$ cat src/rtl/scr1_imem_arb.sv
// Two-master arbiter for the shared imem port with an in-order owner FIFO.
// Define SCR1_IMEM_ARB_RR_EN for round-robin contention; default is m0 priority.
module scr1_imem_arb #(
  parameter int ARB_OUTST = 2
) (
  input  logic        clk,
  input  logic        rst,
  input  logic        m0_req,
  input  logic [31:0] m0_addr,
  output logic        m0_req_ack,
  output logic [31:0] m0_rdata,
  output logic [1:0]  m0_resp,
  input  logic        m1_req,
  input  logic [31:0] m1_addr,
  output logic        m1_req_ack,
  output logic [31:0] m1_rdata,
  output logic [1:0]  m1_resp,
  output logic        imem_req,
  output logic [31:0] imem_addr,
  input  logic        imem_req_ack,
  input  logic [31:0] imem_rdata,
  input  logic [1:0]  imem_resp,
  output logic        arb_busy,
  output logic        arb_err
);

  typedef enum logic {IDLE, HOLD} state_t;

  localparam logic [2:0] DEPTH = 3'(ARB_OUTST);
  localparam logic [1:0] LAST  = 2'(ARB_OUTST - 1);

  state_t      state;
  logic        hold_id;
  logic        sel;
  logic        grant;
  logic        held_req;
  logic        full;
  logic        hs;
  logic        resp_v;
  logic        spurious;
  logic        head;
  logic [3:0]  fifo;
  logic [1:0]  wr_ptr;
  logic [1:0]  rd_ptr;
  logic [2:0]  count;

  function automatic logic [1:0] nxt(input logic [1:0] p);
    return (p == LAST) ? 2'd0 : p + 2'd1;
  endfunction

`ifdef SCR1_IMEM_ARB_RR_EN
  // Remembers the last granted master; the other one wins next contention.
  logic last;

  always_ff @(posedge clk) begin
    if (rst) begin
      last <= 1'b1;
    end else if (hs) begin
      last <= grant;
    end
  end

  assign sel = (m0_req & m1_req) ? ~last : ~m0_req;
`else
  assign sel = ~m0_req;
`endif

  assign full     = (count == DEPTH);
  assign held_req = hold_id ? m1_req : m0_req;
  assign grant    = (state == HOLD) ? hold_id : sel;
  assign imem_req = ~rst & ~full &
                    ((state == HOLD) ? held_req : (m0_req | m1_req));
  assign imem_addr = grant ? m1_addr : m0_addr;
  assign hs        = imem_req & imem_req_ack;

  assign m0_req_ack = hs & ~grant;
  assign m1_req_ack = hs & grant;

  assign head     = fifo[rd_ptr];
  assign resp_v   = ~rst & (imem_resp != 2'b00) & (count != 3'd0);
  assign spurious = (imem_resp != 2'b00) & (count == 3'd0);

  assign m0_resp  = (resp_v & ~head) ? imem_resp : 2'b00;
  assign m1_resp  = (resp_v & head) ? imem_resp : 2'b00;
  assign m0_rdata = (resp_v & ~head) ? imem_rdata : 32'h0;
  assign m1_rdata = (resp_v & head) ? imem_rdata : 32'h0;

  assign arb_busy = (count != 3'd0);

  always_ff @(posedge clk) begin
    if (rst) begin
      state   <= IDLE;
      hold_id <= 1'b0;
    end else begin
      unique case (state)
        IDLE: begin
          if (imem_req & ~imem_req_ack) begin
            state   <= HOLD;
            hold_id <= sel;
          end
        end
        HOLD: begin
          if (~held_req | imem_req_ack) begin
            state <= IDLE;
          end
        end
        default: state <= IDLE;
      endcase
    end
  end

  always_ff @(posedge clk) begin
    if (rst) begin
      wr_ptr <= 2'd0;
      rd_ptr <= 2'd0;
      count  <= 3'd0;
    end else begin
      if (hs) begin
        fifo[wr_ptr] <= grant;
        wr_ptr       <= nxt(wr_ptr);
      end
      if (resp_v) begin
        rd_ptr <= nxt(rd_ptr);
      end
      unique case ({hs, resp_v})
        2'b10:   count <= count + 3'd1;
        2'b01:   count <= count - 3'd1;
        default: count <= count;
      endcase
    end
  end

  always_ff @(posedge clk) begin
    if (rst) begin
      arb_err <= 1'b0;
    end else if (spurious) begin
      arb_err <= 1'b1;
    end
  end

endmodule

$ cat config.mk
export PLATFORM = sky130hd
export DESIGN_NAME = scr1_imem_arb
export DESIGN_NICKNAME = d
export VERILOG_FILES = /design/src/rtl/scr1_imem_arb.sv
export SDC_FILE = /design/constraint.sdc
export NUM_CORES = 1
export LEC_CHECK = 0
export CAP_MARGIN = 5
export CORE_AREA = 3 3 76 93
export CTS_BUF_LIST = sky130_fd_sc_hd__clkbuf_4 sky130_fd_sc_hd__clkbuf_8 sky130_fd_sc_hd__clkbuf_16
export DETAILED_ROUTE_END_ITERATION = 10
export DIE_AREA = 0 0 79 96
export PLACE_DENSITY = 0.81
export SLEW_MARGIN = 20
export SYNTH_ARGS = -nofsm -noshare
export SYNTH_HDL_FRONTEND = slang
export SYNTH_SLANG_ARGS = --single-unit
$ cat constraint.sdc
create_clock -name clk -period 2.9 [get_ports clk]
set_clock_uncertainty 0.15 [all_clocks]
set_input_delay 0.435 -clock clk [delete_from_list [all_inputs] [get_ports clk]]
set_output_delay 0.435 -clock clk [all_outputs]
set_load 0.1 [all_outputs]
==> flow_metrics.tcl <==
set metrics [dict create \
    synth-seq-area-share_pct 20.0 \
    min_path_type "flop to flop" \
    drv_cap 0 \
    die_w_um 79 \
    tns_ns 0 \
    dpl.hpwl_mm 7.83 \
    area_growth_pct 204 \
    grt_usage_pct 23.4 \
    io_buffers 207 \
    diodes 0 \
    drt_wl_total_mm 9.09 \
    post-route-period-util_pct 96.2 \
    setup_viol 0 \
    routed-via-count 2369 \
    wl_per_cell_um 18.1 \
    netlist_area_um2 1600 \
    maxSlewHeadroom_pct 57.7 \
    regToRegStartpoint "count[1]" \
    cts_tree "yes" \
    reg2reg_depth 10 \
    via_per_inst 4.72 \
    drive_above_1_share_pct 40.5 \
    ys_ff_latch 14 \
    crit_type "primary input to flop" \
    clkLatencyLatePin_ns 0.25 \
    place_congestion 0.829 \
    finalPower_w 0.00215 \
    syn_area_per_cell_um2 7.36 \
    initialDrtViolationCount 91 \
    grt_pass1_vias 2442 \
    start_kind "primary input" \
    leakage_nw 2.02 \
    startpoint "m0_req" \
    status "finished clean" \
    dr.pass1.iters 5 \
    grt_max_degree 69 \
    chipHeight_um 96 \
    dieArea_um2 7580 \
    ant_nets 0 \
    route.detailed.drc 0 \
    drv_slew 0 \
    numClockSinks 14 \
    tightest_slew_ns 0.634 \
    worst_setup_path_end_kind "flop" \
    synth_nets 323 \
    fmax_ghz 0.359 \
    crit_required_ns 2.93 \
    clkTransAtPathRegs_ns 0.06 \
    reg2reg_slack_ns 0.33 \
    cts_buffers 3 \
    h-tree-depth 1 \
    powerDensity_nw_per_um2 442 \
    nFillCells 395 \
    nNetsFinal 523 \
    peakVddDrop_uv 257 \
    fp-row-count 32 \
    clockBufferDepth 2 \
    grt_pass1_wl_mm 13.6 \
    endpoint "count[2]" \
    start_util_pct 25.4 \
    cts_root_buf "clkbuf_8" \
    synth.yosys.warnings 0 \
    path_max_fanout 4 \
    fp.coreArea_um2 6330 \
    antenna_found_initial 0 \
    ios 208 \
    cp_data_arrival_time_ns 2.82 \
    min_path_cells 2 \
    r2r_end "count[2]" \
    min_period_ns 2.79 \
    syn_inst 218 \
    hold_viol 0 \
    yosysUniqueCellTypes 32 \
    grt-ovfl-total 0 \
    ctsHoldBuffers 0 \
]
## metal layers
| metal | global-route usage, % | part of all wire [%] | up-vias |
|---|---|---|---|
| met5 | 0 | 0 | - |
| li1 | - | - | 1134 |
| met3 | 10.1 | 13 | 9 |
| met2 | 42.0 | 51 | 153 |
| met4 | 4.30 | 1.3 | 0 |
| met1 | 25.8 | 36 | 1073 |
## layout by cell type, fill, tap and decap left out, drive strengths merged
| master | synthesis | routed |
|---|---|---|
| nor3b | 3 | 3 |
| mux2 | 32 | 32 |
| mux2i | 2 | 2 |
| xnor2 | 1 | 1 |
| o21ai | 3 | 3 |
| ha | 1 | 1 |
| clkbuf | 6 | 3 |
| nand2b | 3 | 3 |
| fa | 1 | 1 |
| nor4 | 1 | 1 |
| a21oi | 6 | 6 |
| a2bb2oi | 1 | 1 |
| nor2 | 43 | 43 |
| clkdlybuf4s50 | 0 | 102 |
| nand2 | 34 | 34 |
| and2 | 1 | 1 |
| edfxtp | 4 | 4 |
| inv | 8 | 8 |
| buf | 12 | 111 |
| xor2 | 2 | 2 |
| or3 | 1 | 1 |
| nor3 | 4 | 4 |
| and3 | 36 | 36 |
| mux4 | 1 | 1 |
| a211oi | 1 | 1 |
| a21boi | 1 | 1 |
| clkinv | 0 | 1 |
| dfxtp | 10 | 10 |
## timing repair
item | in CTS | in global routing
endpoints found under the setup margin | 0 | 3
endpoints found under the hold margin | 0 | 0
setup buffers | 0 | 0
resized for setup | 0 | 3
## layout make-up
class / count / area, µm² / share of cell area, %
Clock buffer: 3 / 41.3 / 0.847
Inverter: 8 / 30.0 / 0.616
Tap cell: 85 / 106 / 2.18
Sequential cell: 14 / 320 / 6.57
Clock inverter: 1 / 3.75 / 0.0770
Multi-Input combinational cell: 178 / 1200 / 24.7
Timing Repair Buffer: 213 / 3170 / 65.0
## critical path: stages
cell             delay [ns]
clkdlybuf4s50_1        0.47
a21boi_1               0.18
a2bb2oi_2              0.15
and3_1                 0.21
inv_2                  0.07
ha_2                   0.19
inv_1                  0.06
fa_1                   0.40
xor2_1                 0.18
or3_1                  0.33
a21oi_1                0.14
## cells in the mapped netlist
cell type	instances	area (µm²)
nor3_2	1	10.0
ha_1	1	12.5
mux2_2	32	360
nand2b_1	3	18.8
fa_1	1	20.0
mux4_2	1	22.5
edfxtp_1	4	120
nand2_1	34	128
mux2i_1	1	10.0
and3_1	36	225
inv_2	1	3.75
a2bb2oi_1	1	8.76
a21oi_1	6	30.0
xnor2_1	1	8.76
and2_1	1	6.26
o21ai_0	3	15.0
xor2_1	2	17.5
a21boi_0	1	7.51
nor3_1	2	10.0
nor3b_1	3	22.5
buf_2	6	30.0
inv_1	7	26.3
dfxtp_1	10	200
clkbuf_1	6	22.5
buf_4	3	22.5
nor3_4	1	16.3
mux2i_2	1	13.8
nor4_1	1	6.26
nor2_1	43	161
a211oi_1	1	7.51
or3_1	1	6.26
buf_6	3	33.8
## worst min-delay path by stage
stage,from,to,slack [ns]
floorplan,rd_ptr[1],rd_ptr[1],0.28
global placement,arb_err,arb_err,0.29
detailed placement,rd_ptr[1],rd_ptr[1],0.30
CTS,rd_ptr[1],rd_ptr[1],0.30
global route,rd_ptr[1],rd_ptr[1],0.34
finish,arb_err,arb_err,0.30
## registers in the layout, indices dropped and copies added, names as in the netlist
register	flops
fifo	4
wr_ptr	2
rd_ptr	2
state	1
arb_err	1
hold_id	1
count	3
## logic make-up after synthesis
kind of cell	share of synthesized area, %
flip-flops	20.0
AND/OR/NAND/NOR	38.1
buffers and inverters	8.66
AO/OA/AOI/OAI	4.29
XOR/XNOR	1.64
adder cells (fa/ha/maj)	2.03
multiplexers	25.4
## stage by stage
stage | std cells | hold slack (ns) | setup WS, ns | instance area (µm²) | util (%)
detailed placement | 498 | 0.297 | -0.141 | 4820 | 76.2
global placement | 498 | 0.287 | 0.0841 | 4820 | 76.2
floorplan | 218 | 0.282 | -0.145 | 1640 | -
CTS | 502 | 0.305 | 0.0288 | 4860 | 76.9
finish | 502 | 0.301 | 0.111 | 4870 | 77.0
global route | 502 | 0.338 | -0.00119 | 4870 | 77.0
## power by group
group          internal [W]  leakage, nW  switching, W  total, W
logic              0.000634         1.88       0.00112   0.00175
clock network     0.0000938       0.0231     0.0000695  0.000163
registers          0.000221        0.118     0.0000209  0.000242
Power figures use the tool's default switching activity.
